===== src/rtl/fwd_sel_gen_if.sv =====
// ID-stage request and EX-stage forwarding-control bundle for fwd_sel_gen.
// FWD_STATS_EN adds the stall_cnt / fwd_cnt statistics outputs.
interface fwd_sel_gen_if #(parameter int ADDRW = 5);
    logic             id_valid;
    logic [ADDRW-1:0] id_rs1;
    logic [ADDRW-1:0] id_rs2;
    logic [ADDRW-1:0] id_rd;
    logic             id_wen;
    logic             id_isload;
    logic             flush;
    logic [1:0]       sel_a;
    logic [1:0]       sel_b;
    logic             ex_valid;
    logic             stall;
`ifdef FWD_STATS_EN
    logic [15:0]      stall_cnt;
    logic [15:0]      fwd_cnt;
`endif

    modport master (
        output id_valid, id_rs1, id_rs2, id_rd, id_wen, id_isload, flush,
        input  sel_a, sel_b, ex_valid, stall
`ifdef FWD_STATS_EN
        , input stall_cnt, fwd_cnt
`endif
    );

    modport slave (
        input  id_valid, id_rs1, id_rs2, id_rd, id_wen, id_isload, flush,
        output sel_a, sel_b, ex_valid, stall
`ifdef FWD_STATS_EN
        , output stall_cnt, fwd_cnt
`endif
    );
endinterface


===== src/rtl/fwd_sel_gen.sv =====
// Operand-forwarding select generator with load-use stall detection for a 5-stage pipe.
// Define FWD_STATS_EN to add saturating stall_cnt / fwd_cnt statistics counters.
module fwd_sel_gen #(
    parameter int ADDRW = 5
) (
    input  logic          clk,
    input  logic          rst,
    fwd_sel_gen_if.slave  bus
);
    logic             ex_valid_q, ex_valid_d;
    logic [ADDRW-1:0] ex_rd_q, ex_rd_d;
    logic             ex_wen_q, ex_wen_d;
    logic             ex_isload_q, ex_isload_d;
    logic             mem_valid_q, mem_valid_d;
    logic [ADDRW-1:0] mem_rd_q, mem_rd_d;
    logic             mem_wen_q, mem_wen_d;
    logic [1:0]       sel_a_q, sel_a_d;
    logic [1:0]       sel_b_q, sel_b_d;

    logic [2*ADDRW-1:0] src;
    logic [3:0]         sel_raw;
    logic [1:0]         ld_hit;
    logic               stall_c;
    logic               load_id;

    assign src = {bus.id_rs2, bus.id_rs1};

    // Per-operand producer match; the EX producer is younger and takes priority.
    genvar gi;
    generate
        for (gi = 0; gi < 2; gi++) begin : g_opnd
            logic [ADDRW-1:0] rs;
            logic             ex_hit;
            logic             mem_hit;
            assign rs      = src[gi*ADDRW +: ADDRW];
            assign ex_hit  = ex_valid_q && ex_wen_q && (ex_rd_q == rs);
            assign mem_hit = mem_valid_q && mem_wen_q && (mem_rd_q == rs);
            assign sel_raw[2*gi +: 2] = (rs == '0) ? 2'b00 :
                                        ex_hit     ? 2'b01 :
                                        mem_hit    ? 2'b10 : 2'b00;
            assign ld_hit[gi] = ex_hit && ex_isload_q;
        end
    endgenerate

    // A flushed ID instruction is dead, so it can never request a stall.
    assign stall_c = bus.id_valid && !bus.flush && ex_valid_q && ex_wen_q &&
                     ex_isload_q && (ex_rd_q != '0) && (|ld_hit);
    assign load_id = bus.id_valid && !bus.flush && !stall_c;

    always_comb begin
        ex_valid_d  = load_id;
        ex_rd_d     = load_id ? bus.id_rd : '0;
        ex_wen_d    = load_id && bus.id_wen;
        ex_isload_d = load_id && bus.id_isload;
        mem_valid_d = ex_valid_q;
        mem_rd_d    = ex_rd_q;
        mem_wen_d   = ex_wen_q;
        sel_a_d     = load_id ? sel_raw[1:0] : 2'b00;
        sel_b_d     = load_id ? sel_raw[3:2] : 2'b00;
    end

    always_ff @(posedge clk or posedge rst) begin
        if (rst) begin
            ex_valid_q  <= 1'b0;
            ex_rd_q     <= '0;
            ex_wen_q    <= 1'b0;
            ex_isload_q <= 1'b0;
            mem_valid_q <= 1'b0;
            mem_rd_q    <= '0;
            mem_wen_q   <= 1'b0;
            sel_a_q     <= 2'b00;
            sel_b_q     <= 2'b00;
        end else begin
            ex_valid_q  <= ex_valid_d;
            ex_rd_q     <= ex_rd_d;
            ex_wen_q    <= ex_wen_d;
            ex_isload_q <= ex_isload_d;
            mem_valid_q <= mem_valid_d;
            mem_rd_q    <= mem_rd_d;
            mem_wen_q   <= mem_wen_d;
            sel_a_q     <= sel_a_d;
            sel_b_q     <= sel_b_d;
        end
    end

    assign bus.sel_a    = sel_a_q;
    assign bus.sel_b    = sel_b_q;
    assign bus.ex_valid = ex_valid_q;
    assign bus.stall    = stall_c;

`ifdef FWD_STATS_EN
    logic [15:0] stall_cnt_q, stall_cnt_d;
    logic [15:0] fwd_cnt_q, fwd_cnt_d;

    // fwd_cnt counts forwarded instructions, not forwarded operands.
    always_comb begin
        stall_cnt_d = stall_cnt_q;
        fwd_cnt_d   = fwd_cnt_q;
        if (stall_c && (stall_cnt_q != 16'hFFFF))
            stall_cnt_d = stall_cnt_q + 16'd1;
        if (((sel_a_d != 2'b00) || (sel_b_d != 2'b00)) && (fwd_cnt_q != 16'hFFFF))
            fwd_cnt_d = fwd_cnt_q + 16'd1;
    end

    always_ff @(posedge clk or posedge rst) begin
        if (rst) begin
            stall_cnt_q <= 16'd0;
            fwd_cnt_q   <= 16'd0;
        end else begin
            stall_cnt_q <= stall_cnt_d;
            fwd_cnt_q   <= fwd_cnt_d;
        end
    end

    assign bus.stall_cnt = stall_cnt_q;
    assign bus.fwd_cnt   = fwd_cnt_q;
`endif
endmodule

===== src/flat_wrapper.sv =====
// flat-port wrapper written by rule: the top's interface ports become plain ports
module fwd_sel_gen_flat 
#(
    parameter int ADDRW = 5
)
  (clk, rst, bus_id_valid, bus_id_rs1, bus_id_rs2, bus_id_rd, bus_id_wen, bus_id_isload, bus_flush, bus_sel_a, bus_sel_b, bus_ex_valid, bus_stall);
  fwd_sel_gen_if #(.ADDRW(ADDRW)) bus_i ();
  input  logic clk;
  input  logic rst;
  input wire logic [$bits(bus_i.id_valid)-1:0] bus_id_valid;
  input wire logic [$bits(bus_i.id_rs1)-1:0] bus_id_rs1;
  input wire logic [$bits(bus_i.id_rs2)-1:0] bus_id_rs2;
  input wire logic [$bits(bus_i.id_rd)-1:0] bus_id_rd;
  input wire logic [$bits(bus_i.id_wen)-1:0] bus_id_wen;
  input wire logic [$bits(bus_i.id_isload)-1:0] bus_id_isload;
  input wire logic [$bits(bus_i.flush)-1:0] bus_flush;
  output wire logic [$bits(bus_i.sel_a)-1:0] bus_sel_a;
  output wire logic [$bits(bus_i.sel_b)-1:0] bus_sel_b;
  output wire logic [$bits(bus_i.ex_valid)-1:0] bus_ex_valid;
  output wire logic [$bits(bus_i.stall)-1:0] bus_stall;
  assign bus_i.id_valid = bus_id_valid;
  assign bus_i.id_rs1 = bus_id_rs1;
  assign bus_i.id_rs2 = bus_id_rs2;
  assign bus_i.id_rd = bus_id_rd;
  assign bus_i.id_wen = bus_id_wen;
  assign bus_i.id_isload = bus_id_isload;
  assign bus_i.flush = bus_flush;
  assign bus_sel_a = bus_i.sel_a;
  assign bus_sel_b = bus_i.sel_b;
  assign bus_ex_valid = bus_i.ex_valid;
  assign bus_stall = bus_i.stall;
  fwd_sel_gen #(.ADDRW(ADDRW)) u_core (.clk(clk), .rst(rst), .bus(bus_i));
endmodule

===== config.mk =====
export PLATFORM = sky130hd
export DESIGN_NAME = fwd_sel_gen_flat
export DESIGN_NICKNAME = d
export VERILOG_FILES = /design/src/rtl/fwd_sel_gen_if.sv /design/src/rtl/fwd_sel_gen.sv /design/src/flat_wrapper.sv
export SDC_FILE = /design/constraint.sdc
export NUM_CORES = 1
export LEC_CHECK = 0
export BUFFER_PORTS_ARGS = -buffer_cell sky130_fd_sc_hd__buf_4
export CAP_MARGIN = 20
export CELL_PAD_IN_SITES_DETAIL_PLACEMENT = 2
export CELL_PAD_IN_SITES_GLOBAL_PLACEMENT = 2
export CORE_ASPECT_RATIO = 0.8
export CORE_MARGIN = 10
export CORE_UTILIZATION = 30
export DETAILED_ROUTE_END_ITERATION = 10
export GPL_TIMING_DRIVEN = 1
export PLACE_DENSITY = 0.74
export SLEW_MARGIN = 10
export SYNTH_ARGS = -nofsm -noshare
export SYNTH_HDL_FRONTEND = slang
export SYNTH_SLANG_ARGS = --single-unit

===== constraint.sdc =====
create_clock -name clk -period 1.6 [get_ports clk]
set_input_delay 0 -clock clk [delete_from_list [all_inputs] [get_ports clk]]
set_output_delay 0 -clock clk [all_outputs]
set_load 0.1 [all_outputs]

## Yosys cells after proc, flatten, opt, wreduce, memory -nomap -nowiden

Index checks and enable logic that the tools add are counted.

| cells by class | value |
|---|---|
| mux-type cells | 9 |
| reductions and logical operators | 23 |
| equal/unequal tests | 4 |

Operator list:

| operator | number |
|---|---|
| $eq 5x5->1 | 4 |
| $logic_and 1x1->1 | 17 |
| $mux 2 | 8 |
| $logic_not 5->1 | 2 |
| $mux 5 | 1 |
| $reduce_bool 5->1 | 1 |
| $logic_not 1->1 | 2 |
| $reduce_or 2->1 | 1 |

| storage, ports and cells | value |
|---|---|
| logic and storage cells | 45 |
| input port bits | 21 |
| bits in registers | 19 |
| output and inout port bits | 6 |

## Longest topological paths before layout

Gate-level depths: netlist (run 1).

| depth | value |
|---|---|
| word-level depth | 10 |
| gate-level depth with buffers | 5 |
| depth with buffers taken out | 5 |

## Worst setup path before layout (run 1)

OpenSTA, ideal clock, no wires.

| timing path | value |
|---|---|
| path kind | register -> register |
| start | register u_core.ex_valid_q (netlist: u_core.bus.ex_valid) |
| end | register u_core.ex_isload_q |
| stages on the path, launching flop included | 5 |
| period minus slack after synthesis | 2,387 ps |
| data required time | 1,443 ps |
| path buffers | 0 |
| slack | -787 ps |
| setup time | 157 ps |
| data arrival time | 2,230 ps |
| cell sequence | dfrtp_1 nand4_1 a21oi_1 a21boi_4 nor2_1 |

| on the way | value |
|---|---|
| cells in the longest elaborated chain, start to end | 8 |
| elaborated cells on any way between the ends | 14 |
| those cells by class | reduce/logical (14) |

RTL lines:

| what | RTL line | RTL |
|---|---|---|
| from (decl) | fwd_sel_gen.sv:10 | `logic ex_valid_q, ex_valid_d;` |
| from (signal assigned) | fwd_sel_gen.sv:74 | `ex_valid_q <= ex_valid_d;` |
| $logic_and 1x1->1 (on tied branches) (2 in series) | fwd_sel_gen.sv:36, fwd_sel_gen.sv:46 |  |
| $logic_and 1x1->1 (on tied branches) | fwd_sel_gen.sv:41, fwd_sel_gen.sv:46 |  |
| $reduce_or 2->1 / $logic_and 1x1->1 (equally long branches) | fwd_sel_gen.sv:47 | `ex_isload_q && (ex_rd_q != '0) && (\|ld_hit);` |
| $logic_and 1x1->1 * | fwd_sel_gen.sv:47 |  |
| via bus_stall | flat_wrapper.sv:20 | `output wire logic [$bits(bus_i.stall)-1:0] bus_stall;` |
| $logic_not 1->1 * | fwd_sel_gen.sv:48 | `assign load_id = bus.id_valid && !bus.flush && !stall_c;` |
| $logic_and 1x1->1 * | fwd_sel_gen.sv:48 |  |
| $logic_and 1x1->1 * | fwd_sel_gen.sv:54 | `ex_isload_d = load_id && bus.id_isload;` |
| via u_core.ex_isload_d | fwd_sel_gen.sv:13 | `logic ex_isload_q, ex_isload_d;` |
| to (signal assigned) | fwd_sel_gen.sv:77 | `ex_isload_q <= ex_isload_d;` |
| to (decl) | fwd_sel_gen.sv:13 |  |

Mark *: on every way through the listed nets, which the timed path passes. The rest lies on a longest branch.

## Worst setup path after layout (run 1)

| timing path | value |
|---|---|
| start | register u_core.ex_rd_q[0] |
| end | register u_core.ex_rd_q[2] |

| on the way | value |
|---|---|
| cells in the longest elaborated chain, start to end | 8 |
| elaborated cells on any way between the ends | 13 |
| those cells by class | eq/ne (2); mux (1); reduce/logical (10) |

RTL lines:

| what | RTL line | RTL |
|---|---|---|
| from (decl) | fwd_sel_gen.sv:11 | `logic [ADDRW-1:0] ex_rd_q, ex_rd_d;` |
| from (signal assigned) | fwd_sel_gen.sv:75 | `ex_rd_q <= ex_rd_d;` |
| $eq 5x5->1 | fwd_sel_gen.sv:36 | `assign ex_hit = ex_valid_q && ex_wen_q && (ex_rd_q == rs);` |
| $logic_and 1x1->1 | fwd_sel_gen.sv:36 |  |
| $logic_and 1x1->1 | fwd_sel_gen.sv:41 | `assign ld_hit[gi] = ex_hit && ex_isload_q;` |
| $reduce_or 2->1 | fwd_sel_gen.sv:47 |  |
| $logic_and 1x1->1 * | fwd_sel_gen.sv:47 |  |
| $logic_not 1->1 * | fwd_sel_gen.sv:48 |  |
| $logic_and 1x1->1 * | fwd_sel_gen.sv:48 |  |
| $mux 5 * | fwd_sel_gen.sv:52 | `ex_rd_d = load_id ? bus.id_rd : '0;` |
| via u_core.ex_rd_d[2] | fwd_sel_gen.sv:11 |  |

Marks and branches as above.

==> flow_summary.ini, run 1 <==
[drt]
wl_per_cell_um = 20.8
drc = 0
dr.pass1.iters = 3
wl_um = 3460
via_per_inst = 4.89
drtIter0Drc = 36
vias = 811
antenna_left = 0

[yosys]
synth-seq-cells = 19
netlist_area_um2 = 886
seq_area_frac_synth = 0.537
synth_cell_types = 17
syn_nets = 102
synth_cells = 81
synth.avg_cell_area_um2 = 10.9
ys_warn_count = 0

[sta]
slew_violations = 0
skew_ns = 0.00236
slew_headroom = 0.523
fin_crit_sh = 1.22
hold_violations = 0
worstMarginPinSlew_ns = 0.715
fmax_ghz = 0.513
rsz0062_at_grt = true
setup_ws_ns = -0.348
setup_viol = 12
fin_crit_ns = 1.95

[layout]
fin_area_mm2 = 0.00137
layout_common_cells = 35 x buf_4, 17 x dfrtp_1, 16 x xor2_1
nFillCells = 296
final_cells = 166
layout_commonest_cell = buf_4
areaGrowthSynthToFinish_pct = 55.1
drive_gt1_frac = 0.375
diodes = 0
nets = 150

[placement]
pre_cts_slack_ns = -0.246
dpl.hpwl_um = 2300
portBuffers = 26
place_area_mm2 = 0.00117
routabilityCongestion = 0.791
placed_cells = 149

[floorplanning]
design.die.area_mm2 = 0.00554
num_io_pins = 27
initial_core_util = 0.318
coreArea_mm2 = 0.00279
die_x_um = 80.8
row_count = 17
die_h_um = 68.6

[hold_path]
min-delay-start = bus_id_rs2[0]
hold_path_class = primary input to register

[critical_path]
required_ns = 1.74
cpMostUsedCell = buf_4
max_stage_delay_ns = 0.44
cpMaxStageDelayCell = dfrtp_1
crit_chain = xor2_1 -> nor4_2 -> nand4_1 -> a21boi_4 -> buf_4 -> buf_4 -> nor2_1
start_kind = register
worstReg2RegStart = u_core.ex_rd_q[0]$_DFF_PP0_
worstPathMaxFanout = 6
critPathLaunch = u_core.ex_rd_q[0]$_DFF_PP0_
cp-end-kind = register
worstPathArrival_ns = 2.09
critPathKind = register to register

[power]
power_mw = 1.01
power_density_mw_per_mm2 = 738
irDropWorstVdd_uv = 340
leakage_nw = 0.655

[clocking]
cts_tree = done
clk_pin_slew_ns = 0.07
clk_latency_ns = 0.26
cts_buffer_depth = 2
numCtsBuffers = 3
cts.sinks = 19
clockRootBuffer = clkbuf_8
htree_levels = 1

[global_routing]
grt_max_degree = 20
overflow = 0
grt_pass1_vias = 966
grt_pass1_wl_um = 4810
antenna_found_initial = 0
grt.total_usage = 0.113

[status]
status = finished, violations left
violations = setup timing

[flow_run]
drv_cap = 0
-- metrics by stage --
| step | TNS (ns) | hold WS, ns | utilization |
|---|---|---|---|
| 3_3_place_gp | -1.23 | 0.146 | 0.419 |
| 2_1_floorplan | -3.22 | -0.0488 | - |
| 6_report | -2.77 | 0.159 | 0.493 |
| 4_1_cts | -1.99 | 0.138 | 0.490 |
| 3_5_place_dp | -1.94 | 0.169 | 0.419 |
| 5_1_grt | -4.05 | 0.148 | 0.493 |
-- path summary, 6_finish.rpt --
check	to	slack, ns	cells past startpoint
setup / recovery	u_core.ex_rd_q[2]$_DFF_PP0_	-0.35	7
hold / removal	u_core.bus.sel_b[1]$_DFF_PP0_	0.16	4
setup reg to reg	u_core.ex_rd_q[2]$_DFF_PP0_	-0.35	7
hold reg to reg	u_core.mem_rd_q[1]$_DFF_PP0_	0.46	0
max in group asynchronous	u_core.bus.ex_valid$_DFF_PP0_	0.63	3
min in group asynchronous	u_core.ex_rd_q[3]$_DFF_PP0_	0.45	3
-- cells in the mapped netlist, drive strengths merged --
cell / number / share of area
nor2: 8 / 0.034
nor3: 3 / 0.017
dfrtp: 19 / 0.54
a2111oi: 2 / 0.020
a21oi: 1 / 0.0056
and3b: 2 / 0.020
nor2b: 2 / 0.014
xor2: 16 / 0.16
nor4: 4 / 0.028
inv: 1 / 0.0042
a21boi: 1 / 0.021
nand2: 8 / 0.034
or4: 2 / 0.017
o21ai: 2 / 0.011
nand4: 5 / 0.035
xnor2: 4 / 0.040
clkbuf: 1 / 0.0042
-- area by class of cell --
class                           instances  area (um2)  area share
Inverter                                1        3.75     0.00273
Sequential cell                        19         480       0.350
Tap cell                               38        47.5      0.0346
Timing Repair Buffer                   44         363       0.264
Clock inverter                          1        5.00     0.00364
Multi-Input combinational cell         60         433       0.315
Clock buffer                            3        41.3      0.0301
-- registers in the layout (all words and copies together) (netlist names), 2 cells and up --
register and flops:
u_core.bus.sel_a 2, u_core.bus.sel_b 2, u_core.mem_rd_q 5, u_core.ex_rd_q 5
-- logic make-up after synthesis --
kind of cell,synth area share
simple gates,0.199
xor+xnor,0.198
flops,0.537
compound gates,0.0579
buf+inv,0.00847
-- critical path: cells and delay by family (launching register included) --
| kind | cells | cell delay, ns |
|---|---|---|
| buffers and inverters | 2 | 0.29 |
| flip-flops | 1 | 0.44 |
| AND/OR/NAND/NOR | 3 | 0.65 |
| AO/OA/AOI/OAI | 1 | 0.26 |
| XOR/XNOR | 1 | 0.18 |
-- report_power, final --
group,internal [mW],leakage (nW),switching (mW)
registers,0.496,0.254,0.0181
clock network,0.173,0.0255,0.155
logic,0.0832,0.376,0.0880
-- timing repair --
item	4_1_cts	5_1_grt
endpoints found under the setup margin	11	13
endpoints found under the hold margin	26	0
gates resized for setup	8	3
buffers inserted	5	0
hold buffers	8	0
pin swaps	4	2
-- metal layers --
metal,share of wire,track usage
met1,0.39,0.121
met3,0.053,0.0413
met4,0.031,0.0259
met5,0,0
met2,0.53,0.211
(Power assumes the default switching activity.)
==> inputs of run 2 (changes only) <==
SLEW_MARGIN = 20   (was 10)
clock period = 1.8 ns   (was 1.6 ns; I/O delays follow)
==> run 2 against run 1 <==
Compared with the run above:
- the run still ends with setup timing left
- combinational power down 19%
- flip-flop and latch count unchanged
- via count fell by 3.7%
- non-clock buffer count down 1
- final cell count shrank 0.60%
- wire length fell by 18%
- utilization fell by 0.72 points
- clock-buffer cell count is 1 higher
- critical path depth shrank 2
- sequential share of layout area is 0.52 points higher
- hold slack got worse by 0.042 ns
- final area down 1.5%
- critical endpoint is now bus_stall
==> flow_summary.ini, run 2 (synthesized netlist as in run 1, its figures left out) <==
[sta]
fmax_ghz = 0.544
setup_viol = 2
fin_crit_ns = 1.84
slew_violations = 0
rsz0062_at_grt = true
skew_ns = 0.00339
hold_violations = 0
slew_headroom = 0.514
fin_crit_sh = 1.02
setup_ws_ns = -0.0372
worstMarginPinSlew_ns = 0.728

[layout]
layout_common_cells = 34 x buf_4, 17 x dfrtp_1, 16 x xor2_1
diodes = 0
layout_commonest_cell = buf_4
final_cells = 165
fin_area_mm2 = 0.00135
nets = 149
drive_gt1_frac = 0.346
top_regs = u_core.ex_rd_q (5), u_core.mem_rd_q (5)
areaGrowthSynthToFinish_pct = 52.8

[global_routing]
grt.total_usage = 0.112
grt_max_degree = 20
antenna_found_initial = 0
grt_use_met1 = 0.128
grt_use_met3 = 0.0426
met2_usage = 0.196
gr-max-usage-layer = met2
grt_pass1_wl_um = 4800
grt_pass1_vias = 945
overflow = 0

[drt]
vias = 781
wl_per_cell_um = 17.2
drtIter0Drc = 24
drc = 0
via_per_inst = 4.73
wl_um = 2840
dr.pass1.iters = 3
antenna_left = 0

[clocking]
cts_tree = done
clk_latency_ns = 0.26
clockRootBuffer = clkbuf_8
clk_pin_slew_ns = 0.07
cts_buffer_depth = 2
numCtsBuffers = 3
htree_levels = 1
cts.sinks = 19

[critical_path]
crit_chain = xor2_1 -> nor4_2 -> nand4_1 -> a21boi_4 -> buf_12
rr_endpoint = u_core.ex_isload_q$_DFF_PP0_
cp-end-kind = output port
worstRegToRegCells = 7
start_kind = register
critPathKind = register to output port
r2r_slack_ns = 0
worstReg2RegStart = u_core.ex_rd_q[0]$_DFF_PP0_
max_stage_delay_ns = 0.43
required_ns = 1.80
cpMaxStageDelayCell = dfrtp_1
worstPathMaxFanout = 4
worstPathArrival_ns = 1.84
critPathLaunch = u_core.ex_rd_q[0]$_DFF_PP0_

[floorplanning]
die_h_um = 68.6
initial_core_util = 0.318
die_x_um = 80.8
design.die.area_mm2 = 0.00554
coreArea_mm2 = 0.00279
row_count = 17
num_io_pins = 27

[placement]
portBuffers = 26
routabilityCongestion = 0.750
place_area_mm2 = 0.00114
placed_cells = 146
dpl.hpwl_um = 2210

[hold_path]
hold_path_class = primary input to register
whs_path_depth = 4
hold_end = u_core.bus.sel_b[1]$_DFF_PP0_
min-delay-start = bus_id_rs2[0]

[power]
power_density_mw_per_mm2 = 664
leakage_nw = 0.645
irDropWorstVdd_uv = 352

[flow_run]
drv_cap = 0

[status]
status = finished, violations left
violations = setup timing
==> run 2: what timing repair did <==
item | in CTS | in global routing
hold endpoints to repair | 26 | 0
resized for setup | 5 | 3
endpoints found under the setup margin | 1 | 10
buffers inserted | 6 | 1
hold buffers | 8 | 0
pin swaps | 4 | 2
==> run 2: worst max-delay path by stage <==
stage / end / slack, ns / cells past startpoint
floorplan: u_core.bus.ex_valid$_DFF_PP0_ / -0.20 / 5
detailed placement: u_core.ex_isload_q$_DFF_PP0_ / 0.03 / 6
CTS: bus_stall / -0.06 / 5
global route: bus_stall / -0.14 / 5
finish: bus_stall / -0.04 / 5
global placement: bus_stall / 0.04 / 5
==> run 2: stage by stage <==
| step | hold slack [ns] | util | setup slack [ns] | total power, mW | TNS, ns |
|---|---|---|---|---|---|
| 2_1_floorplan | -0.0488 | - | -0.204 | 0.518 | -1.46 |
| 3_3_place_gp | 0.156 | 0.410 | 0.0377 | 0.579 | 0 |
| 3_5_place_dp | 0.172 | 0.410 | 0.0269 | 0.584 | 0 |
| 4_1_cts | 0.132 | 0.480 | -0.0560 | 0.900 | -0.130 |
| 5_1_grt | 0.130 | 0.486 | -0.142 | 0.937 | -1.05 |
| 6_report | 0.117 | 0.486 | -0.0372 | 0.899 | -0.0390 |
==> run 2: worst max-delay path: cells and delay by family (launching register included) <==
kind                   cells  cell delay [ns]
flip-flops                 1             0.43
AO/OA/AOI/OAI              1             0.24
AND/OR/NAND/NOR            2             0.53
XOR/XNOR                   1             0.17
buffers and inverters      1             0.19
==> run 2: power breakdown <==
part	internal [mW]	total, mW	switching [mW]
combinational	0.0708	0.139	0.0681
sequential	0.441	0.456	0.0153
clock	0.158	0.303	0.146
==> run 2: final cells by class <==
class,instances,area (um2)
Fill cell,280,1430
Sequential cell,19,480
Multi-Input combinational cell,60,422
Timing Repair Buffer,43,355
Tap cell,38,47.5
Clock buffer,4,45.0
Inverter,1,3.75
==> run 2: layer usage <==
layer  share of wire  vias up
met5               0        -
met4          0.0035        0
met3           0.065        2
met2            0.50       20
met1            0.43      384
li1                -      375
==> inputs of run 3 (changes only) <==
CAP_MARGIN = 40   (was 20)
PLACE_DENSITY = default   (was 0.74)
PLACE_DENSITY_LB_ADDON = 0.08   (was default)
==> run 3 against run 2 <==
Compared with the run above:
- critical path type unchanged
- highest routed layer unchanged
- hold slack worse by 0.0079 ns
- the run still ends with setup timing left
- largest power group unchanged
- final cell count rose by 1.8%
- sequential share of layout area fell by 0.96 points
- largest cell class unchanged
- total power increased by 2.4%
- worst setup slack got worse by 0.13 ns
==> flow_summary.ini, run 3 (synthesized netlist as in run 1, its figures left out) <==
[critical_path]
required_ns = 1.80
critPathKind = register to output port
cp-end-kind = output port
r2r_slack_ns = -0.14
start_kind = register
worstPathMaxFanout = 3
worstPathArrival_ns = 1.97

[sta]
setup_tns_ns = -0.995
worstMarginPinSlew_ns = 0.502
slew_violations = 0
hold_violations = 0
hold_ws_ns = 0.109
setup_ws_ns = -0.165
rsz0062_at_grt = true
fin_crit_sh = 1.09
slew_headroom = 0.665
fmax_ghz = 0.509
fin_crit_ns = 1.97
setup_viol = 8
skew_ns = 0.00317

[placement]
pre_cts_slack_ns = -0.0927
placed_cells = 146
place_area_mm2 = 0.00114
portBuffers = 26
dpl.hpwl_um = 2310
routabilityCongestion = 0.753

[floorplanning]
die_h_um = 68.6
design.die.area_mm2 = 0.00554
row_count = 17
die_x_um = 80.8
initial_core_util = 0.318
num_io_pins = 27
coreArea_mm2 = 0.00279

[global_routing]
grt.total_usage = 0.118
overflow = 0
grt_pass1_vias = 964
antenna_found_initial = 0
grt_max_degree = 20
grt_pass1_wl_um = 4890

[power]
power_density_mw_per_mm2 = 659
seq_power_share = 0.497
leakage_nw = 0.662
clkPwrFrac = 0.339
pwr-share-comb = 0.164
switching_power_mw = 0.245
p_int_mw = 0.675
switching_share = 0.266
power_mw = 0.920
irDropWorstVdd_uv = 270

[layout]
nets = 152
post-route-util = 0.501
areaGrowthSynthToFinish_pct = 57.5
drive_gt1_frac = 0.377
layout_commonest_cell = buf_4
final_cells = 168
layout_common_cells = 35 x buf_4, 16 x dfrtp_1, 15 x xor2_1
diodes = 0
top_regs = u_core.ex_rd_q (5), u_core.mem_rd_q (5)
fin_area_mm2 = 0.00140

[clocking]
cts.sinks = 19
cts_tree = done
clockRootBuffer = clkbuf_8
cts_buffer_depth = 2
numCtsBuffers = 3
clk_pin_slew_ns = 0.08
htree_levels = 1
clk_latency_ns = 0.26

[drt]
antenna_left = 0
dr.pass1.iters = 4
wl_per_cell_um = 19.6
wl_um = 3290
vias = 818
drtIter0Drc = 13
via_per_inst = 4.87
drc = 0

[flow_run]
drv_cap = 0

[status]
violations = setup timing
status = finished, violations left

[hold_path]
hold_path_class = primary input to register
run 3: worst paths after layout:
path                                        startpoint                             to  cells past startpoint
max in group asynchronous                          rst  u_core.bus.ex_valid$_DFF_PP0_                      4
min                                      bus_id_rs1[4]  u_core.bus.sel_a[1]$_DFF_PP0_                      4
min reg2reg                u_core.ex_rd_q[0]$_DFF_PP0_   u_core.mem_rd_q[0]$_DFF_PP0_                      0
max reg2reg                u_core.ex_rd_q[1]$_DFF_PP0_  u_core.bus.ex_valid$_DFF_PP0_                      7
max                        u_core.ex_rd_q[1]$_DFF_PP0_                      bus_stall                      5
min in group asynchronous                          rst    u_core.ex_rd_q[3]$_DFF_PP0_                      4
run 3: power groups by stage:
| stage | registers, mW | clock network (mW) | logic, mW |
|---|---|---|---|
| final | 0.458 | 0.312 | 0.151 |
| after global routing | 0.459 | 0.328 | 0.166 |
| after CTS | 0.457 | 0.309 | 0.139 |
| after detailed placement | 0.465 | 0 | 0.121 |
| after global placement | 0.464 | 0 | 0.116 |
| after floorplan | 0.469 | 0 | 0.0489 |
run 3: final cells by class:
| cell class | count | area, um2 |
|---|---|---|
| Multi-Input combinational cell | 60 | 428 |
| Clock buffer | 4 | 45.0 |
| Fill cell | 288 | 1390 |
| Tap cell | 38 | 47.5 |
| Timing Repair Buffer | 46 | 389 |
| Sequential cell | 19 | 482 |
| Inverter | 1 | 3.75 |
run 3: layer usage:
metal	track usage	part of all wire	vias to the layer above
met1	0.127	0.44	416
li1	-	-	378
met5	0	0	-
met2	0.208	0.49	20
met4	0.0582	0.018	0
met3	0.0349	0.049	4
run 3: worst max-delay path: stages (launching register included):
cell      delay, ns
dfrtp_2        0.45
xor2_2         0.17
nor4_2         0.35
nand4_1        0.25
a21boi_4       0.27
buf_12         0.20
run 3: repair_timing:
action / CTS / global route
hold buffers: 8 / 0
pin swaps: 5 / 6
setup buffers: 5 / 4
endpoints found under the hold margin: 26 / 0
gates resized for setup: 5 / 5
endpoints found under the setup margin: 7 / 10
